### src/rtl/demux_1_to_n_deser.sv
// ============================================================================
// demux_1_to_n_deser
// ----------------------------------------------------------------------------
// Serial-to-parallel deserializer. This is the receive-side partner of a
// counter-stepped N-to-1 serializer. Each accepted serial bit is steered to
// the bit position named by an internal index counter. That makes the block a
// 1-to-N demux whose select line is the counter. When the last position is
// filled, the word is presented downstream on a valid/ready interface.
//
// Parameters
//   WIDTH_SELECT : width of the bit-index counter
//   WIDTH        : output word width, always 2**WIDTH_SELECT (do not override)
//
// Ports
//   i_clk      : clock, all state changes on the rising edge
//   i_rst      : asynchronous active-high reset
//   i_d        : serial data bit
//   i_valid    : i_d is valid this cycle
//   i_sof      : start of frame, qualified by i_valid; forces this bit to index 0
//   o_in_ready : block can accept i_d this cycle (combinational)
//   o_q        : completed word; bit k is the k-th bit accepted in the word
//   o_valid    : o_q holds an unconsumed word
//   i_ready    : downstream consumes o_q when o_valid && i_ready
//   o_cnt      : index the next accepted bit will be written to
//   o_err      : one-cycle pulse when i_sof discards a partial word
// ============================================================================
module demux_1_to_n_deser #(
   parameter int WIDTH_SELECT = 2,
   parameter int WIDTH        = 2 ** WIDTH_SELECT
) (
   input  logic                    i_clk,
   input  logic                    i_rst,
   input  logic                    i_d,
   input  logic                    i_valid,
   input  logic                    i_sof,
   output logic                    o_in_ready,
   output logic [WIDTH-1:0]        o_q,
   output logic                    o_valid,
   input  logic                    i_ready,
   output logic [WIDTH_SELECT-1:0] o_cnt,
   output logic                    o_err
);

   // This is the index of the final bit of a word. Landing on it completes the word.
   localparam logic [WIDTH_SELECT-1:0] LAST_IDX = WIDTH_SELECT'(WIDTH - 1);

   // The assembly register only needs the first WIDTH-1 bits.
   // The final bit goes straight from i_d into the output word.
   logic [WIDTH-2:0]        r_asm;
   logic [WIDTH_SELECT-1:0] r_cnt;
   logic [WIDTH-1:0]        r_q;
   logic                    r_valid;
   logic                    r_err;

   logic w_in_ready;
   logic w_accept;
   logic w_take;
   logic w_sof_accept;
   logic w_done;

   // Handshake decode.
   // The block stalls only when the incoming bit would complete a word while
   // the previous word is still held and not being taken this cycle. A
   // start-of-frame bit never completes a word, so it is never stalled.
   always_comb begin
      w_in_ready   = !(r_valid && !i_ready && (r_cnt == LAST_IDX) && !i_sof);
      w_accept     = i_valid && w_in_ready;
      w_take       = r_valid && i_ready;
      w_sof_accept = w_accept && i_sof;
      w_done       = w_accept && !i_sof && (r_cnt == LAST_IDX);
   end

   // Bit-index counter.
   // A start-of-frame bit always occupies index 0, so the next bit goes to index 1.
   // Otherwise the counter advances on each accepted bit.
   // It wraps back to 0 only when a word completes.
   always_ff @(posedge i_clk or posedge i_rst) begin
      if (i_rst) begin
         r_cnt <= '0;
      end else if (w_sof_accept) begin
         r_cnt <= WIDTH_SELECT'(1);
      end else if (w_done) begin
         r_cnt <= '0;
      end else if (w_accept) begin
         r_cnt <= r_cnt + WIDTH_SELECT'(1);
      end
   end

   // Assembly register: the demux itself.
   // The accepted bit is written into the slot selected by the counter.
   // A start-of-frame bit always overwrites slot 0. Stale bits in the higher
   // slots are harmless, because they are rewritten before the word completes.
   always_ff @(posedge i_clk or posedge i_rst) begin
      if (i_rst) begin
         r_asm <= '0;
      end else if (w_sof_accept) begin
         r_asm[0] <= i_d;
      end else if (w_accept) begin
         for (int k = 0; k < WIDTH - 1; k++) begin
            if (r_cnt == WIDTH_SELECT'(k)) begin
               r_asm[k] <= i_d;
            end
         end
      end
   end

   // Output word and its valid flag.
   // A completing bit loads the new word and raises valid. A same-cycle take
   // of the old word is still lossless, because the old word has already left
   // on this edge. A take with no new word drops valid and leaves o_q as it
   // was. The word therefore stays stable while the downstream is stalled.
   always_ff @(posedge i_clk or posedge i_rst) begin
      if (i_rst) begin
         r_q     <= '0;
         r_valid <= 1'b0;
      end else if (w_done) begin
         r_q     <= {i_d, r_asm};
         r_valid <= 1'b1;
      end else if (w_take) begin
         r_valid <= 1'b0;
      end
   end

   // Error pulse.
   // This pulses for one cycle when a start-of-frame bit throws away bits
   // that were already collected for the current word. A start of frame
   // that arrives on a word boundary is not an error.
   always_ff @(posedge i_clk or posedge i_rst) begin
      if (i_rst) begin
         r_err <= 1'b0;
      end else begin
         r_err <= w_sof_accept && (r_cnt != '0);
      end
   end

   assign o_in_ready = w_in_ready;
   assign o_q        = r_q;
   assign o_valid    = r_valid;
   assign o_cnt      = r_cnt;
   assign o_err      = r_err;

endmodule

### config.mk
export PLATFORM = sky130hd
export DESIGN_NAME = demux_1_to_n_deser
export DESIGN_NICKNAME = d
export VERILOG_FILES = /design/src/rtl/demux_1_to_n_deser.sv
export SDC_FILE = /design/constraint.sdc
export NUM_CORES = 1
export LEC_CHECK = 0
export CAP_MARGIN = 5
export CORE_UTILIZATION = 25
export DETAILED_ROUTE_END_ITERATION = 10
export GPL_TIMING_DRIVEN = 0
export SLEW_MARGIN = 20
export SYNTH_ARGS = -nofsm -noshare
export SYNTH_HDL_FRONTEND = slang
export SYNTH_SLANG_ARGS = --single-unit
export TNS_END_PERCENT = 100
### constraint.sdc
create_clock -name i_clk -period 1.4 [get_ports i_clk]
set_input_delay 0.42 -clock i_clk [delete_from_list [all_inputs] [get_ports i_clk]]
set_output_delay 0.42 -clock i_clk [all_outputs]
set_load 0.05 [all_outputs]
==> results.yml, run 1 <==
floorplanning:
  die_area_um2: 2430
  start_util: 0.276
  die_w_um: 49.2
  rows: 16
  design.core.area_um2: 2020
  die_height_um: 49.2
  ios: 15
layout:
  diodes: 0
  layout_commonest_cell: "dfrtp_1"
  drive_above_1_share: 0.600
  mostFrequentLayoutCells: "dfrtp_1 (8), buf_4 (7), mux2_4 (6), buf_2 (6)"
  nNetsFinal: 81
  instances_no_fill: 97
  syn2layout_area_growth_pct: 57.8
  design_area_um2: 881
clocking:
  clockRootBuffer: "clkbuf_4"
  tritoncts: "yes"
  htree_levels: 1
  clkLatencyLatePin_ns: 0.26
  cts_buffers: 3
  clk_pin_slew_ns: 0.07
  clockBufferDepth: 2
  cts.sinks: 11
  hold_buffers: 0
yosys:
  netlist_instances: 44
  yosysWarnings: 0
  synth_xor_area_frac: 0
  synth_mux_area_frac: 0.186
  syn-cell-area_um2: 558
  yosysUniqueCellTypes: 20
  syn-num-nets: 54
  synth_seq_cells: 11
  synth_top_family_by_area: "multiplexers"
  synth_area_per_cell_um2: 12.7
  synthAdderAreaFrac: 0.0897
  seq_area_frac_synth: 0.493
  synth_compound_area_frac: 0.0583
  synthSimpleGateAreaFrac: 0.132
routing:
  drtPass1Iterations: 2
  ant_nets: 0
  wl_per_cell_um: 12.4
  drc: 0
  routed_wl_mm: 1.20
  vias: 412
  drt_first_iter_violations: 1
  viasPerCell: 4.25
placed_design:
  pre_cts_ws_ns: -1.13
  placed_area_um2: 751
  portBuffers: 14
  gp_congestion: 0.721
  placed_cells: 85
  hpwl_um: 738
worst_setup_path:
  cp.buffers_inverters: 1
  worstSetupPathType: "register to output port"
  r2r_cells: 8
  worstPathCellList: "ha_4, nand3b_1, or2_4, buf_8"
  reg2reg_from: "o_cnt[0]$_DFFE_PP0P_"
  crit_path_end_kind: "output port"
  startpoint: "o_cnt[1]$_DFFE_PP0P_"
  cp.depth: 4
  crit_path_end: "o_in_ready"
  required_ns: 0.98
  slowest_delay_ns: 0.39
  critPathSlowestCell: "dfrtp_2"
  reg2reg_to: "r_asm[0]$_DFFE_PP0P_"
  crit_path_start_kind: "register"
  critPathMaxFanout: 3
  worst_path_dominant_cell_family: "flip-flops"
  critPathArrivalTime_ns: 1.31
  r2r_slack_ns: -0.23
sta:
  worst_pin_slew_ns: 0.437
  slew_headroom: 0.708
  setup_viol: 6
  fmax_ghz: 0.577
  slew_viol_final: 0
  timing.final.crit_share: 1.24
  grt_setup_unrepaired: "yes"
  setup_tns_ns: -0.803
  min_period_ns: 1.73
  setup_ws_ns: -0.334
  final-hold-violation-count: 0
  fin_skew_ns: 0.00307
power:
  clkPwrFrac: 0.149
  power.switching_uw: 608
  p_leak_uw: 0.000423
  vdd_drop_max_mv: 0.730
  intPower_uw: 853
  comb_power_share: 0.514
  switching_share: 0.416
  p_total_uw: 1460
  powerDensity_nw_per_um2: 1660
  power_frac_seq: 0.336
status:
  violations: "setup timing"
  status: "finished with violations"
global_route:
  grt_pass1_wl_mm: 1.92
  grt_pass1_vias: 433
  grt_overflow: 0
  antenna_found_initial: 0
  grt_use_total: 0.107
  grt_max_degree: 12
hold_path:
  hp-class: "input port to asynchronous set/reset pin"
job:
  drv_cap: 0
metal layers:
metal  global-route usage  part of all wire
met5                    0                 0
met4               0.0441                 0
met1                0.124              0.45
met3               0.0405             0.048
met2                0.176              0.50
sequential cells by signal, summed over array words and instances (netlist names):
name / count
r_asm: 3
o_valid: 1
o_err: 1
o_cnt: 2
o_q: 4
how the worst min path moves through the flow:
stage | end | depth (start not counted) | startpoint
floorplan | o_err$_DFF_PP0_ | 1 | i_rst
detailed placement | r_asm[0]$_DFFE_PP0P_ | 1 | r_asm[0]$_DFFE_PP0P_
global route | o_err$_DFF_PP0_ | 3 | i_valid
CTS | o_q[1]$_DFFE_PP0P_ | 2 | i_rst
finish | r_asm[1]$_DFFE_PP0P_ | 2 | i_rst
global placement | r_asm[0]$_DFFE_PP0P_ | 1 | r_asm[0]$_DFFE_PP0P_
area by class of cell:
| type | instances | area, µm² |
|---|---|---|
| clock buffers | 4 | 26.3 |
| fillers | 195 | 1140 |
| inverters | 3 | 16.3 |
| multi-input cells | 29 | 329 |
| flip-flops and latches | 11 | 279 |
| well taps | 27 | 33.8 |
| repair buffers | 23 | 196 |
metrics by stage:
stage	hold slack, ns	utilization
3_5_place_dp	0.482	0.371
6_report	0.450	0.436
4_1_cts	0.465	0.397
3_3_place_gp	0.476	0.371
2_1_floorplan	0.272	-
5_1_grt	0.453	0.436
power by group through the flow:
stage	combinational [µW]	clock (µW)	sequential [µW]
after floorplan	202	0	770
after global placement	664	0	507
after detailed placement	671	0	510
after CTS	675	234	493
after global routing	796	256	513
final	751	218	492
kinds of logic (layout without fill, tap and decap cells):
| kind of cell | count (synthesis) | in the layout |
|---|---|---|
| compound gates | 5 | 5 |
| fa+ha+maj | 4 | 4 |
| buf+inv | 4 | 30 |
| flops | 11 | 11 |
| mux | 8 | 8 |
| simple gates | 12 | 12 |
synth_stat cells:
master     n  area share
nand2_1    3       0.020
mux2i_1    1       0.018
nand2b_1   1       0.011
or2_1      1       0.011
o211a_1    1       0.018
a21oi_1    1      0.0090
nand3b_1   1       0.013
inv_1      3       0.020
o21a_1     1       0.013
ha_1       4       0.090
nor2_1     1      0.0067
mux2_4     4        0.11
dfrtp_1   11        0.49
nor2b_2    1       0.016
mux2_1     3       0.061
and3_4     1       0.020
nand3_1    2       0.018
nand2b_2   1       0.016
buf_6      1       0.020
o21ai_1    2       0.018
what timing repair did:
item | in CTS | in global routing
endpoints found under the setup margin | 17 | 12
gates cloned | 0 | 0
pin swaps | 2 | 0
resized for setup | 53 | 19
setup buffers | 6 | 3
(Power assumes the default switching activity.)
==> inputs of run 2 (changes only) <==
- CTS_CLUSTER_DIAMETER: unset -> 120
==> results of run 2 <==
No change in the layout: final DEF, timing and power equal those of run 1.
==> patch: new RTL, config.mk and constraints of run 2 <==
Put one more register stage on the output `o_err`, cleared by the reset. The value now appears one clock later. The other outputs are not delayed to match. Comments in the files are not updated.
--- a/src/rtl/demux_1_to_n_deser.sv
+++ b/src/rtl/demux_1_to_n_deser.sv
@@ -137,7 +137,13 @@
    assign o_q        = r_q;
    assign o_valid    = r_valid;
    assign o_cnt      = r_cnt;
-   assign o_err      = r_err;
+   always_ff @(posedge i_clk or posedge i_rst) begin
+      if (i_rst) begin
+         o_err <= '0;
+      end else begin
+         o_err <= r_err;
+      end
+   end
 
 endmodule
 
Behaviour: not the same (Yosys sat finds a counterexample within 4 cycles, from zero or initial values and one cycle with i_rst high).
==> patch against run 2 <==
- global-route usage up 0.21 points
- setup slack worse by 0.032 ns
- critical endpoint unchanged
- combinational power up 8.8%
- sequential cell count up 1
- power up 7.4%
- cell area up 8.2%
- synthesized area up 4.5%
- cell count up 5.2%
- fmax down 1.8%
- critical path type unchanged
- critical path depth unchanged
- the run still ends with setup timing left
- sequential share of layout area up 0.21 points
- wire length up 12%
- count of clock-buffer cells in the layout unchanged
- largest cell class unchanged
==> patch: results (changes against run 2) <==
[run_status]
status = finished, violations left
violations = setup timing

[placement]
dp_cells = 87  ; +2.4%
dp_hpwl_um = 699  ; -5.3%
place_area_um2 = 777  ; +3.5%
port_buffers = 14  ; unchanged
gp_congestion = 0.697  ; -3.4%
place_ws_ns = -1.14  ; -0.00832 ns

[layout]
nets = 85  ; +4.9%
multi_input_area_um2 = 337  ; +2.3%
buffers_excl_clock = 26  ; +13%
fill_cells = 218  ; +12%
seqAreaFraction = 0.319  ; +0.00214
drive_gt1_frac = 0.649  ; +0.0486
finish.utilization = 0.431  ; -0.00465
buf_share = 0.241  ; +0.0185
clock_area_frac = 0.0276  ; -0.00227
nClkBuffers = 4  ; unchanged

[global_route]
grt_pass1_wl_mm = 1.96  ; +2.1%
grt_usage = 0.109  ; +0.00209
first_global_vias = 411  ; -5.1%
grt_max_degree = 13  ; +1

[synth]
synth-xor-area-share = 0  ; unchanged
synth_fa_ha_area_frac = 0.0858  ; -0.00385
async_flop_share = 1.00  ; unchanged
synth_compound_area_frac = 0.0558  ; -0.00250
synthMuxAreaShare = 0.178  ; -0.00799
synthTopCellsByArea = dfrtp_1 52%, mux2_4 10%, ha_1 8.6%, mux2_1 5.8%, and3_4 1.9%
avgSynthCellArea_um2 = 13.0  ; +2.2%
ys_seq_area_frac = 0.515  ; +0.0217
synth_commonest_cells = 12 x dfrtp_1, 4 x ha_1, 4 x mux2_4
syn_nets = 55  ; +1.9%

[sta]
clock_skew_ns = 0.0169  ; +0.0138 ns
setup_ws_ns = -0.365  ; -0.0317 ns
tightest_slew_ns = 0.461  ; +0.0233 ns
setup_viol = 6  ; unchanged
tns_ns = -1.08  ; -0.273 ns
timing.hold.ws_ns = 0.348  ; -0.102 ns

[clock_network]
numCtsBuffers = 3  ; unchanged
path_clk_slew_ns = 0.09  ; +0.02 ns
clock_sinks = 12  ; +1
clk_latency_ns = 0.28  ; +0.02 ns

[drt]
drt_wl_total_mm = 1.35  ; +12%
firstDrtPassIters = 4  ; +2
vias = 427  ; +3.6%
wl_per_cell_um = 13.2  ; +6.6%
dr.first_iter.drc_count = 3  ; +2

[hold_path]
hold_path_class = flop to flop
hold_end = o_err

[power_and_ir_drop]
ir_drop_v = 0.00101  ; +38%
power_leakage_uw = 0.000462  ; +9.1%

[critical_path]
rr_worst_depth = 8  ; unchanged
crit_start = o_cnt[0]
arrival_ns = 1.35  ; +0.04 ns
crit_fanout = 2  ; -1

[die]
nWellTaps = 28  ; +3.7%

patch: repair_timing:
action                                  in CTS  in global routing
endpoints found under the setup margin      17                 12
cloned                                       0                  0
pin swaps                                    2                  1
buffers inserted                             9                  6
resized for setup                           66                 15
patch: kinds of logic after synthesis:
kind of cell	after synthesis
AOI/OAI and AO/OA	5
adders and majority gates	4
DFF	12
and+or+nand+nor	12
muxes	8
buffers and inverters	4
patch: report_power, final:
| group | internal [µW] | switching (µW) | leakage (µW) |
|---|---|---|---|
| Combinational | 354 | 463 | 0.000302 |
| Sequential | 462 | 65.9 | 0.000145 |
| Clock | 110 | 115 | 0.0000150 |
patch: critical path, cell delays in order, from the launching register on:
cell and delay, ns:
dfrtp_2 0.41, ha_4 0.14, nand3b_1 0.11, or2_4 0.26, buf_8 0.15
patch: layer usage:
layer  part of all wire  track usage
met4                  0       0.0139
met1               0.41        0.129
met2               0.52        0.189
met3              0.066       0.0455
met5                  0            0
